### src/rtl/fp_mul_pkg.sv
// Shared types, flag positions and constant helpers for the iterative
// floating-point multiplier.
package fp_mul_pkg;

   // Controller states: accept, shift-add multiply, round/pack, present.
   typedef enum logic [1:0] {
      ST_IDLE = 2'd0,
      ST_MUL  = 2'd1,
      ST_RND  = 2'd2,
      ST_DONE = 2'd3
   } state_e;

   // Operand classification after flush-to-zero of subnormals.
   typedef struct packed {
      logic zero;
      logic inf;
      logic nan;
      logic snan;
   } class_t;

   // Exception flag vector layout: {invalid, overflow, underflow, inexact}.
   localparam int unsigned FLAG_W         = 4;
   localparam int unsigned FLAG_INVALID   = 3;
   localparam int unsigned FLAG_OVERFLOW  = 2;
   localparam int unsigned FLAG_UNDERFLOW = 1;
   localparam int unsigned FLAG_INEXACT   = 0;

   // Widest word the constant helpers can build; callers keep the low W bits.
   localparam int unsigned MAX_W = 128;

   // Positive infinity: all-ones exponent, zero fraction.
   function automatic logic [MAX_W-1:0] inf_word(input int exp_w, input int man_w);
      logic [MAX_W-1:0] one_v;
      logic [MAX_W-1:0] exp_ones;
      one_v    = {{(MAX_W-1){1'b0}}, 1'b1};
      exp_ones = (one_v << exp_w) - one_v;
      return exp_ones << man_w;
   endfunction

   // Canonical quiet NaN: positive, all-ones exponent, fraction MSB set.
   function automatic logic [MAX_W-1:0] qnan_word(input int exp_w, input int man_w);
      logic [MAX_W-1:0] one_v;
      one_v = {{(MAX_W-1){1'b0}}, 1'b1};
      return inf_word(exp_w, man_w) | (one_v << (man_w - 1));
   endfunction

   // Classify one operand from its field summaries; exp==0 counts as zero
   // because subnormals are flushed.
   function automatic class_t classify(input logic exp_all_ones,
                                       input logic exp_all_zero,
                                       input logic frac_nonzero,
                                       input logic frac_msb);
      class_t c;
      c.zero = exp_all_zero;
      c.inf  = exp_all_ones && !frac_nonzero;
      c.nan  = exp_all_ones && frac_nonzero;
      c.snan = exp_all_ones && frac_nonzero && !frac_msb;
      return c;
   endfunction

endpackage

### src/rtl/fp_round_norm.sv
// Combinational back end of the multiplier: normalise the raw mantissa
// product, round to nearest even, detect overflow/underflow and pack.
module fp_round_norm
   import fp_mul_pkg::*;
#(
   parameter int EXP_W = 8,
   parameter int MAN_W = 23
) (
   input  logic                       sign,
   input  logic signed [EXP_W+1:0]    exp_in,
   input  logic [2*MAN_W+1:0]         prod,
   output logic [EXP_W+MAN_W:0]       result,
   output logic [FLAG_W-1:0]          flags
);

   localparam int P_W = 2 * (MAN_W + 1);
   localparam int E_W = EXP_W + 2;
   localparam logic signed [E_W-1:0] E_MAX = E_W'((1 << EXP_W) - 1);

   logic                   msb;
   logic [MAN_W-1:0]       frac;
   logic                   guard;
   logic                   sticky;
   logic                   round_up;
   logic [MAN_W:0]         frac_rnd;
   logic signed [E_W-1:0]  e_rnd;

   // Normalise, round and clamp the product into a packed result with flags.
   always_comb begin
      // NOTE: every output of a combinational block gets a default first so no path infers a latch.
      result = '0;
      flags  = '0;

      // Product of two 1.x mantissas lies in [1,4); MSB set means the
      // binary point moves one place and the exponent grows by one.
      msb = prod[P_W-1];
      if (msb) begin
         frac   = prod[P_W-2 -: MAN_W];
         guard  = prod[MAN_W];
         sticky = |prod[MAN_W-1:0];
      end else begin
         frac   = prod[P_W-3 -: MAN_W];
         guard  = prod[MAN_W-1];
         sticky = |prod[MAN_W-2:0];
      end

      // Round to nearest, ties to even.
      round_up = guard && (sticky || frac[0]);
      frac_rnd = {1'b0, frac} + {{MAN_W{1'b0}}, round_up};

      // A mantissa carry-out leaves the fraction at zero and bumps the exponent.
      e_rnd = exp_in
            + $signed({{(E_W-1){1'b0}}, msb})
            + $signed({{(E_W-1){1'b0}}, frac_rnd[MAN_W]});

      result               = {sign, e_rnd[EXP_W-1:0], frac_rnd[MAN_W-1:0]};
      flags[FLAG_INEXACT]  = guard || sticky;

      if (!e_rnd[E_W-1] && (e_rnd >= E_MAX)) begin
         result                = {sign, {EXP_W{1'b1}}, {MAN_W{1'b0}}};
         flags[FLAG_OVERFLOW]  = 1'b1;
         flags[FLAG_INEXACT]   = 1'b1;
      end else if (e_rnd[E_W-1] || (e_rnd == '0)) begin
         result                = {sign, {(EXP_W+MAN_W){1'b0}}};
         flags[FLAG_UNDERFLOW] = 1'b1;
         flags[FLAG_INEXACT]   = 1'b1;
      end
   end

endmodule

### src/rtl/fp_mul_iter.sv
// Iterative floating-point multiplier: one multiplier bit per cycle,
// valid/ready on both sides, special values resolved at accept time.
module fp_mul_iter
   import fp_mul_pkg::*;
#(
   parameter int EXP_W = 8,
   parameter int MAN_W = 23
) (
   input  logic                    clk,
   input  logic                    rst_n,
   input  logic                    in_valid,
   output logic                    in_ready,
   input  logic [EXP_W+MAN_W:0]    a,
   input  logic [EXP_W+MAN_W:0]    b,
   output logic                    out_valid,
   input  logic                    out_ready,
   output logic [EXP_W+MAN_W:0]    result,
   output logic [FLAG_W-1:0]       flags
);

   localparam int W     = 1 + EXP_W + MAN_W;
   localparam int P_W   = 2 * (MAN_W + 1);
   localparam int E_W   = EXP_W + 2;
   localparam int CNT_W = $clog2(MAN_W + 2);

   localparam logic [CNT_W-1:0]      CNT_LAST = CNT_W'(MAN_W);
   localparam logic signed [E_W-1:0] BIAS     = E_W'((1 << (EXP_W - 1)) - 1);

   localparam logic [MAX_W-1:0] QNAN_FULL = qnan_word(EXP_W, MAN_W);
   localparam logic [MAX_W-1:0] INF_FULL  = inf_word(EXP_W, MAN_W);
   localparam logic [W-1:0]     QNAN      = QNAN_FULL[W-1:0];
   localparam logic [W-1:0]     INF_POS   = INF_FULL[W-1:0];

   // Operand fields
   logic               a_sign, b_sign, prod_sign;
   logic [EXP_W-1:0]   a_exp, b_exp;
   logic [MAN_W-1:0]   a_frac, b_frac;
   class_t             a_cls, b_cls;

   // Special-case decode
   logic               spec_hit;
   logic [W-1:0]       spec_result;
   logic [FLAG_W-1:0]  spec_flags;

   // State
   state_e                 state_q, state_d;
   logic [CNT_W-1:0]       cnt_q, cnt_d;
   logic [P_W-1:0]         acc_q, acc_d;
   logic [P_W-1:0]         mcand_q, mcand_d;
   logic [MAN_W:0]         mplier_q, mplier_d;
   logic                   sign_q, sign_d;
   logic signed [E_W-1:0]  exp_q, exp_d;
   logic [W-1:0]           result_q, result_d;
   logic [FLAG_W-1:0]      flags_q, flags_d;

   // Round/pack stage output
   logic [W-1:0]           rn_result;
   logic [FLAG_W-1:0]      rn_flags;

   assign a_sign    = a[W-1];
   assign b_sign    = b[W-1];
   assign a_exp     = a[W-2:MAN_W];
   assign b_exp     = b[W-2:MAN_W];
   assign a_frac    = a[MAN_W-1:0];
   assign b_frac    = b[MAN_W-1:0];
   assign prod_sign = a_sign ^ b_sign;

   // Classify operands and pick the result for NaN/inf/zero inputs.
   always_comb begin
      a_cls = classify(&a_exp, ~|a_exp, |a_frac, a_frac[MAN_W-1]);
      b_cls = classify(&b_exp, ~|b_exp, |b_frac, b_frac[MAN_W-1]);

      spec_hit    = 1'b1;
      spec_result = '0;
      spec_flags  = '0;
      if (a_cls.nan || b_cls.nan) begin
         spec_result              = QNAN;
         spec_flags[FLAG_INVALID] = a_cls.snan || b_cls.snan;
      end else if ((a_cls.inf && b_cls.zero) || (a_cls.zero && b_cls.inf)) begin
         spec_result              = QNAN;
         spec_flags[FLAG_INVALID] = 1'b1;
      end else if (a_cls.inf || b_cls.inf) begin
         spec_result = {prod_sign, INF_POS[W-2:0]};
      end else if (a_cls.zero || b_cls.zero) begin
         spec_result = {prod_sign, {(W-1){1'b0}}};
      end else begin
         spec_hit = 1'b0;
      end
   end

   // Controller next state, shift-add datapath and handshake outputs.
   always_comb begin
      state_d   = state_q;
      cnt_d     = cnt_q;
      acc_d     = acc_q;
      mcand_d   = mcand_q;
      mplier_d  = mplier_q;
      sign_d    = sign_q;
      exp_d     = exp_q;
      result_d  = result_q;
      flags_d   = flags_q;
      in_ready  = 1'b0;
      out_valid = 1'b0;

      case (state_q)
         ST_IDLE: begin
            in_ready = 1'b1;
            if (in_valid) begin
               sign_d   = prod_sign;
               exp_d    = $signed({2'b00, a_exp}) + $signed({2'b00, b_exp}) - BIAS;
               cnt_d    = '0;
               acc_d    = '0;
               mcand_d  = {{(MAN_W+1){1'b0}}, 1'b1, a_frac};
               mplier_d = {1'b1, b_frac};
               if (spec_hit) begin
                  result_d = spec_result;
                  flags_d  = spec_flags;
                  state_d  = ST_DONE;
               end else begin
                  state_d  = ST_MUL;
               end
            end
         end

         ST_MUL: begin
            if (mplier_q[0]) begin
               acc_d = acc_q + mcand_q;
            end
            mcand_d  = mcand_q << 1;
            mplier_d = mplier_q >> 1;
            cnt_d    = cnt_q + CNT_W'(1);
            if (cnt_q == CNT_LAST) begin
               state_d = ST_RND;
            end
         end

         ST_RND: begin
            result_d = rn_result;
            flags_d  = rn_flags;
            state_d  = ST_DONE;
         end

         ST_DONE: begin
            out_valid = 1'b1;
            if (out_ready) begin
               state_d = ST_IDLE;
            end
         end

         default: begin
            state_d = ST_IDLE;
         end
      endcase
   end

   // State and datapath registers with synchronous active-low reset.
   always_ff @(posedge clk) begin
      // NOTE: clocked state uses non-blocking (<=) so every flop samples pre-edge values.
      if (!rst_n) begin
         state_q  <= ST_IDLE;
         cnt_q    <= '0;
         acc_q    <= '0;
         mcand_q  <= '0;
         mplier_q <= '0;
         sign_q   <= 1'b0;
         exp_q    <= '0;
         result_q <= '0;
         flags_q  <= '0;
      end else begin
         state_q  <= state_d;
         cnt_q    <= cnt_d;
         acc_q    <= acc_d;
         mcand_q  <= mcand_d;
         mplier_q <= mplier_d;
         sign_q   <= sign_d;
         exp_q    <= exp_d;
         result_q <= result_d;
         flags_q  <= flags_d;
      end
   end

   fp_round_norm #(
      .EXP_W (EXP_W),
      .MAN_W (MAN_W)
   ) u_round_norm (
      .sign   (sign_q),
      .exp_in (exp_q),
      .prod   (acc_q),
      .result (rn_result),
      .flags  (rn_flags)
   );

   assign result = result_q;
   assign flags  = flags_q;

endmodule
### config.mk
export PLATFORM = sky130hd
export DESIGN_NAME = fp_mul_iter
export DESIGN_NICKNAME = d
export VERILOG_FILES = /design/src/rtl/fp_mul_pkg.sv /design/src/rtl/fp_round_norm.sv /design/src/rtl/fp_mul_iter.sv
export SDC_FILE = /design/constraint.sdc
export NUM_CORES = 1
export LEC_CHECK = 0
export ABC_AREA = 1
export BUFFER_PORTS_ARGS = -buffer_cell sky130_fd_sc_hd__buf_4
export CAP_MARGIN = 20
export CORE_ASPECT_RATIO = 2
export CORE_UTILIZATION = 35
export CTS_CLUSTER_DIAMETER = 30
export DETAILED_ROUTE_END_ITERATION = 6
export PLACE_DENSITY_LB_ADDON = 0.1
export SKIP_LAST_GASP = 1
export SLEW_MARGIN = 20
export SYNTH_ARGS = -nofsm -noshare
export SYNTH_HDL_FRONTEND = slang
export SYNTH_SLANG_ARGS = --single-unit
### constraint.sdc
create_clock -name clk -period 9.4 [get_ports clk]
set_clock_uncertainty 0.2 [all_clocks]
set_input_delay 0 -clock clk [delete_from_list [all_inputs] [get_ports clk]]
set_output_delay 0 -clock clk [all_outputs]
set_load 0.03 [all_outputs]
==> metrics.txt, run 1 <==
status=completed; Compound-Gate Fraction of Synth Area=0.157; max-cap violations=0; Slew @ Worst Pin=about 0.97 ns; Seq pwr share=0.343; power share of the clock group=0.256; I/O pin cnt=roughly 110; syn_area_per_cell=slightly below 6 µm²; met1 WL=roughly 17 mm; post-synth top area cell=dfxtp_1; Post-synth EDFFs=0; metal3 WL=954 µm; via count=approximately 14000; Yosys cell types=a little over 40; Core ar.=35800 µm²; synth top area cells=dfxtp_1 27%, nand2_1 22%, inv_1 8.2%; Final GP Congestion=0.918; pwr/cell area=between 150 and 200 nW/µm²; clock sinks=around 170; Crit. End Element=flip-flop; Max Clk Rate=between 200 and 250 MHz; CTS tree=done; Total Power=roughly 3 mW; RR Startpoint=acc_q[47]; mux cell area share after synthesis=0; site row count=98; most frequent cells in the layout=731 x nand2_1, 276 x inv_1, 241 x nor2_1; DIE WIDTH=around 140 µm; synth-to-layout area growth=22.6%; worst r2r dst=result[10]; RSZ-0062 raised after global routing=false; Final setup viols=0; WHS Path Cells=5; Root Driver=clkbuf_16; Hold Vio Cnt, Final=0; initial antenna violation count=0; YS warnings=0; DR vias/cell=a little under 5; commonest non-fill, non-tap cell in the layout=nand2_1; Fillers=just under 4000; simple-gate share of the synthesized area=0.384; TritonRoute pass-1 iters=6; clk_lat worst skew=0.47 ns; Total GRT Usage=0.260; period utilization=0.489; combinational family with the most area after synthesis=simple AND/OR/NAND/NOR gates; top routing layer in use=met4; internal power=1.67 mW; Clock transition at path regs=approximately 0.080 ns; Setup CP Type=reg -> reg; Psw=roughly 1.3 mW; vias in the first global route=between 10000 and 15000; peak supply drop=136 µV; Adder-Cell Fraction of Synth Area=0.0726; HP Start=in_valid; Nets=approximately 2500; Hold Crit Endpoint=mplier_q[23]; hold_buf cts=~110; asr flop ratio synth=0; Slew HR=0.351; sequential area share after synthesis=0.274; clock buffer depth=2; mapped cell area=approximately 13000 µm²; CP Data Required Time=roughly 9.6 ns; number of antenna diodes=0; total global routing overflow=0; pin count of the biggest net entering global routing=99; Post-Synth XOR/XNOR Area=0.00620; chip height=between 200 and 300 µm; Leak Pwr=roughly 7.4 nW; number of port buffers=105; layout cell share with drive strength beyond 1=0.0784; Initial Utilization=0.355; Cells after Synth=about 2200; Num CTS Buffers=17; Resized cells post-CTS=0; die area=about 37000 µm²; Mapped Nets=roughly 2300; critical-path maximum fanout=49; Setup crit start kind=flip-flop; DP Wirelength=around 37 mm; Post-synth top flop=dfxtp_1; H-tree Lvls=4; WL met2=26.7 mm; Iter 0 DRT Violations=~650; first-pass GRT wire length=73.1 mm; logic gate share of total power=0.401; fin. max-slew vios=0; setup slack, reg-to-reg=around 4.8 ns; reg2reg path depth=25; Critical Path AT=approximately 4.8 ns; Hold Crit Class=in -> reg; post-CTS setup buffer count=0; number of synthesized register bits=between 150 and 200; setup TNS=0 ns; wire length after detailed routing=around 47 mm; Synth top area share=0.274; drt wl/cell=roughly 17 µm; Final ANT Viol Nets=0; switch share=0.431; DRC=0; min Tclk post-route=around 4.6 ns
how the worst max path moves through the flow:
stage	slack, ns	to	cells past startpoint	startpoint
final	4.80	result[10]	25	acc_q[47]
after floorplan	5.65	result[20]	23	acc_q[47]
after detailed placement	4.74	result[21]	25	acc_q[47]
after global placement	4.81	result[20]	25	acc_q[47]
after global routing	4.31	result[10]	25	acc_q[47]
after CTS	4.73	result[10]	25	acc_q[47]
synthesized netlist by cell type (all sizes together) (2+ instances only):
| cell type | count |
|---|---|
| buf | 22 |
| o21a | 2 |
| nor3 | 18 |
| a31oi | 46 |
| a21o | 3 |
| clkbuf | 50 |
| ha | 69 |
| o211ai | 4 |
| nand3b | 11 |
| nor2 | 252 |
| fa | 3 |
| dfxtp | 174 |
| inv | 280 |
| nand3 | 116 |
| nand4 | 38 |
| a21oi | 169 |
| xor2 | 7 |
| o21ai | 132 |
| or2 | 15 |
| nor4 | 2 |
| xnor2 | 2 |
| o21bai | 10 |
| nand2 | 735 |
| and3 | 3 |
| and2 | 2 |
| o31ai | 2 |
registers in the layout (all words and copies together), names as in the netlist:
name      flops
acc_q        48
mcand_q      48
result       32
mplier_q     24
exp_q        10
cnt_q         5
flags         4
state_q       2
sign_q        1
routing by layer:
metal	vias to the layer above	global-route usage
met5	-	0
met2	245	0.524
li1	7308	-
met4	0	0.161
met3	97	0.0289
met1	6328	0.237
worst max-delay path, stage by stage, from the launching register on:
cell,delay (ns)
dfxtp_1,0.33
buf_4,0.38
nand2_1,0.08
o21ai_1,0.14
nand2_1,0.09
nor2_2,0.23
nand2_2,0.13
nor2_4,0.19
nand2_1,0.11
nor3_1,0.16
nand4_1,0.20
fa_1,0.48
inv_1,0.10
ha_1,0.25
or2_2,0.30
nor2_1,0.12
nand3_1,0.08
nor2_1,0.14
nand2_2,0.12
nand2_2,0.12
nor2_1,0.05
buf_4,0.20
nand2_1,0.09
nor2_1,0.04
nor2_1,0.09
nor2_1,0.05
area by class of cell:
cell class,count,area (µm²),share of cell area
clock buffers,17,425,0.0273
clock inverters,15,183,0.0117
inverters,281,1060,0.0677
multi-input cells,1645,7900,0.506
flip-flops and latches,174,3480,0.223
well taps,450,563,0.0361
repair buffers,228,1990,0.128
through the flow:
| step | instance area (µm²) | hold slack, ns | instances | utilization | setup WS (ns) |
|---|---|---|---|---|---|
| after floorplan | 12700 | -0.0391 | 2172 | - | 5.65 |
| after global placement | 13900 | 0.0958 | 2665 | 0.387 | 4.81 |
| after detailed placement | 13900 | 0.0959 | 2665 | 0.387 | 4.74 |
| after CTS | 15600 | 0.000965 | 2810 | 0.436 | 4.73 |
| after global routing | 15600 | 0.0642 | 2810 | 0.436 | 4.31 |
| final | 15600 | 0.00701 | 2810 | 0.436 | 4.80 |
power by group through the flow:
stage / clock network (mW) / logic (mW) / registers (mW)
2_1_floorplan: 0 / 0.671 / 1.04
3_3_place_gp: 0 / 1.04 / 1.02
3_5_place_dp: 0 / 1.04 / 1.03
4_1_cts: 0.771 / 1.18 / 1.01
5_1_grt: 0.800 / 1.32 / 1.03
6_report: 0.752 / 1.18 / 1.01
cells by family after synthesis:
family | Yosys count
adder cells (fa/ha/maj) | 72
AND/OR/NAND/NOR | 1193
buffers and inverters | 353
flip-flops | 174
AO/OA/AOI/OAI | 371
XOR/XNOR | 9
Note: power is estimated with default switching activity, not from simulation.
==> run 2: changes to the inputs <==
- ABC_AREA: 1 -> 0
- clock period: 9.4 -> 4.3 ns (I/O delays scaled with it)
==> run 2 against run 1 <==
  * The run now ends with setup timing left
  * Sequential cell count stayed put
  * Critical endpoint is now result[20]
  * First-iteration DRC count is 37% lower
  * Sequential power is 100% higher
  * Largest power group unchanged
  * Non-clock buffer count is 35 higher
  * Sequential share of layout area is 2.3 points higher
  * Clock-buffer cell count stayed put
  * Core utilization is 2.4 points higher
==> metrics.txt, run 2 <==
status=finished with violations; violated checks=setup timing; worst r2r dst=result[20]; Post-Synth XOR/XNOR Area=0.0533; DP Wirelength=approximately 27 mm; Final Util=0.459; sequential area share after synthesis=0.316; Slew @ Worst Pin=1.10 ns; DR vias/cell=5.40; commonest cells in the netlist=174 x dfxtp_1, 160 x nor2_1, 124 x a21oi_1, 116 x nand2_1, 70 x clkbuf_1; Setup crit start kind=flip-flop; most frequent cells in the layout=192 x buf_4, 170 x dfxtp_1, 159 x nor2_1; fin. max-slew vios=0; Final ANT Viol Nets=0; count leader, synth=dfxtp_1; Hold Crit Class=in -> reg; mux cell area share after synthesis=0.0571; synth-to-layout area growth=28.7%; reg2reg path depth=20; Cells after Synth=1368; Leak Pwr=5.92 nW; Post-DP Area=12600 µm²; synth top area cells=dfxtp_1 32%, ha_1 7.8%, a21oi_1 5.6%; first-pass GRT wire length=between 50 and 60 mm; Compound-Gate Fraction of Synth Area=0.252; peak supply drop=between 300 and 400 µV; Num CTS Buffers=17; via count=10787; clk_lat worst skew=~0.47 ns; Post-synth top flop=dfxtp_1; setup TNS=-3.05 ns; Total GRT Usage=0.230; TritonRoute pass-1 iters=4; CP Data Required Time=~4.4 ns; Critical Path AT=between 4 and 5 ns; Adder-Cell Fraction of Synth Area=0.0838; Yosys cell types=77; Core ar.=roughly 30000 µm²; RSZ-0062 raised after global routing=true; DRC=0; WHS Path Cells=6; HP Start=b[29]; Setup CP Type=reg -> reg; Initial Utilization=0.357; drt wl/cell=between 15 and 20 µm; commonest non-fill, non-tap cell in the layout=buf_4; critical-path maximum fanout=5; wire length after detailed routing=around 36 mm; min Tclk post-route=roughly 4.4 ns; max-cap violations=0; Final GP Congestion=0.870; Mapped Nets=approximately 1500; setup slack, reg-to-reg=-0.15 ns; Max Clk Rate=about 220 MHz; clock buffer depth=2; chip height=around 250 µm; Post-synth EDFFs=0; clock sinks=174; YS warnings=0; simple-gate share of the synthesized area=0.194; post-synth top area cell=dfxtp_1; vias in the first global route=10746; Crit. End Element=flip-flop; H-tree Lvls=4; Root Driver=clkbuf_16; number of port buffers=approximately 110; Final setup viols=31; Hold Vio Cnt, Final=0; total global routing overflow=0; pin count of the biggest net entering global routing=95; CTS tree=done; number of synthesized register bits=174; mapped cell area=11000 µm²; layout cell share with drive strength beyond 1=0.188; site row count=between 90 and 100; Synth top area share=0.316; Nets=around 1700; I/O pin cnt=approximately 110; RR Startpoint=acc_q[47]; Final WS setup=-0.147 ns; number of antenna diodes=0; initial antenna violation count=0; combinational family with the most area after synthesis=compound AO/OA/AOI/OAI gates; Iter 0 DRT Violations=a little over 400; asr flop ratio synth=0; syn_area_per_cell=8.05 µm²; final instance area=~14000 µm²; DIE WIDTH=127 µm; pwr/cell area=approximately 410 nW/µm²; Clock transition at path regs=approximately 0.070 ns; Hold WS=0.0152 ns; period utilization=1.03; die area=roughly 32000 µm²; Slew HR=0.269; Hold Crit Endpoint=exp_q[6]
[run 2: cell types whose count changed in the layout (fill, tap and decap cells not counted), sizes merged, moves of 37 or more]
| cell | previous run | this run |
|---|---|---|
| nand2 | 735 | 116 |
| inv | 287 | 44 |
| nor2 | 252 | 160 |
| nand3 | 116 | 36 |
| buf | 115 | 193 |
| o21ai | 132 | 62 |
| a211oi | 0 | 66 |
| a22oi | 0 | 58 |
| mux2i | 0 | 58 |
| dlygate4sd3 | 113 | 70 |
| a21oi | 169 | 127 |
| a21o | 3 | 40 |
[run 2: repair_timing]
action	CTS	global route
cloned	0	2
hold buffers	70	0
buffers inserted	17	4
pin swaps	15	18
hold endpoints to repair	73	0
endpoints found under the setup margin	31	32
resized for setup	27	19
[run 2: metal layers]
metal	GRT usage	share of wire	vias up	wire length [µm]
li1	-	-	5402	-
met1	0.217	0.36	5113	13000
met2	0.461	0.57	191	20900
met3	0.0292	0.020	81	724
met4	0.135	0.049	0	1790
met5	0	0	-	0
[run 2: cell type report]
class                   instances  area [µm²]
clock inverters                15         129
inverters                      37         141
well taps                     418         523
multi-input cells            1072        7310
flip-flops and latches        174        3490
fillers                      3073       16700
repair buffers                263        2150
clock buffers                  17         425
[run 2: worst max-delay path, cell delays in order, from the launching register on]
cell	delay [ns]
dfxtp_4	0.34
buf_6	0.12
nand2b_4	0.14
a2111oi_4	0.38
nand3_2	0.16
nor3b_4	0.24
nor3b_2	0.24
and3_4	0.22
and2_4	0.15
nand2_4	0.05
fa_2	0.35
nand3b_1	0.25
inv_2	0.12
and3_4	0.19
xnor2_2	0.07
o41ai_2	0.39
buf_4	0.18
a211oi_4	0.05
and3_4	0.22
a32oi_1	0.17
nor2_1	0.05
[run 2: per-stage QoR]
stage | power, mW | setup WS [ns] | std cells
finish | 5.87 | -0.147 | 1996
global route | 6.24 | -0.417 | 1996
CTS | 5.88 | -0.130 | 1990
detailed placement | 4.25 | -0.135 | 1872
global placement | 4.23 | -0.126 | 1872
floorplan | 3.59 | 0.0109 | 1368
[run 2: where the power goes]
part / total, mW / switching (mW) / internal, mW
clock: 1.53 / 0.768 / 0.757
sequential: 2.07 / 0.209 / 1.86
combinational: 2.27 / 1.38 / 0.889
total: 5.87 / 2.36 / 3.51
[run 2: cell families (layout without fill, tap and decap cells)]
family,count (synthesis),after routing
compound gates,420,420
xor+xnor,67,67
fa+ha+maj,72,72
buf+inv,124,332
flops,174,174
mux,62,62
simple gates,449,451
[run 2: worst max-delay path by stage]
stage | from | slack (ns) | to | cells after the start
after floorplan | acc_q[47] | 0.01 | result[11] | 19
after global placement | acc_q[47] | -0.13 | result[4] | 20
after detailed placement | acc_q[47] | -0.14 | result[11] | 20
after CTS | acc_q[47] | -0.13 | result[25] | 19
after global routing | acc_q[47] | -0.42 | result[20] | 20
final | acc_q[47] | -0.15 | result[20] | 20
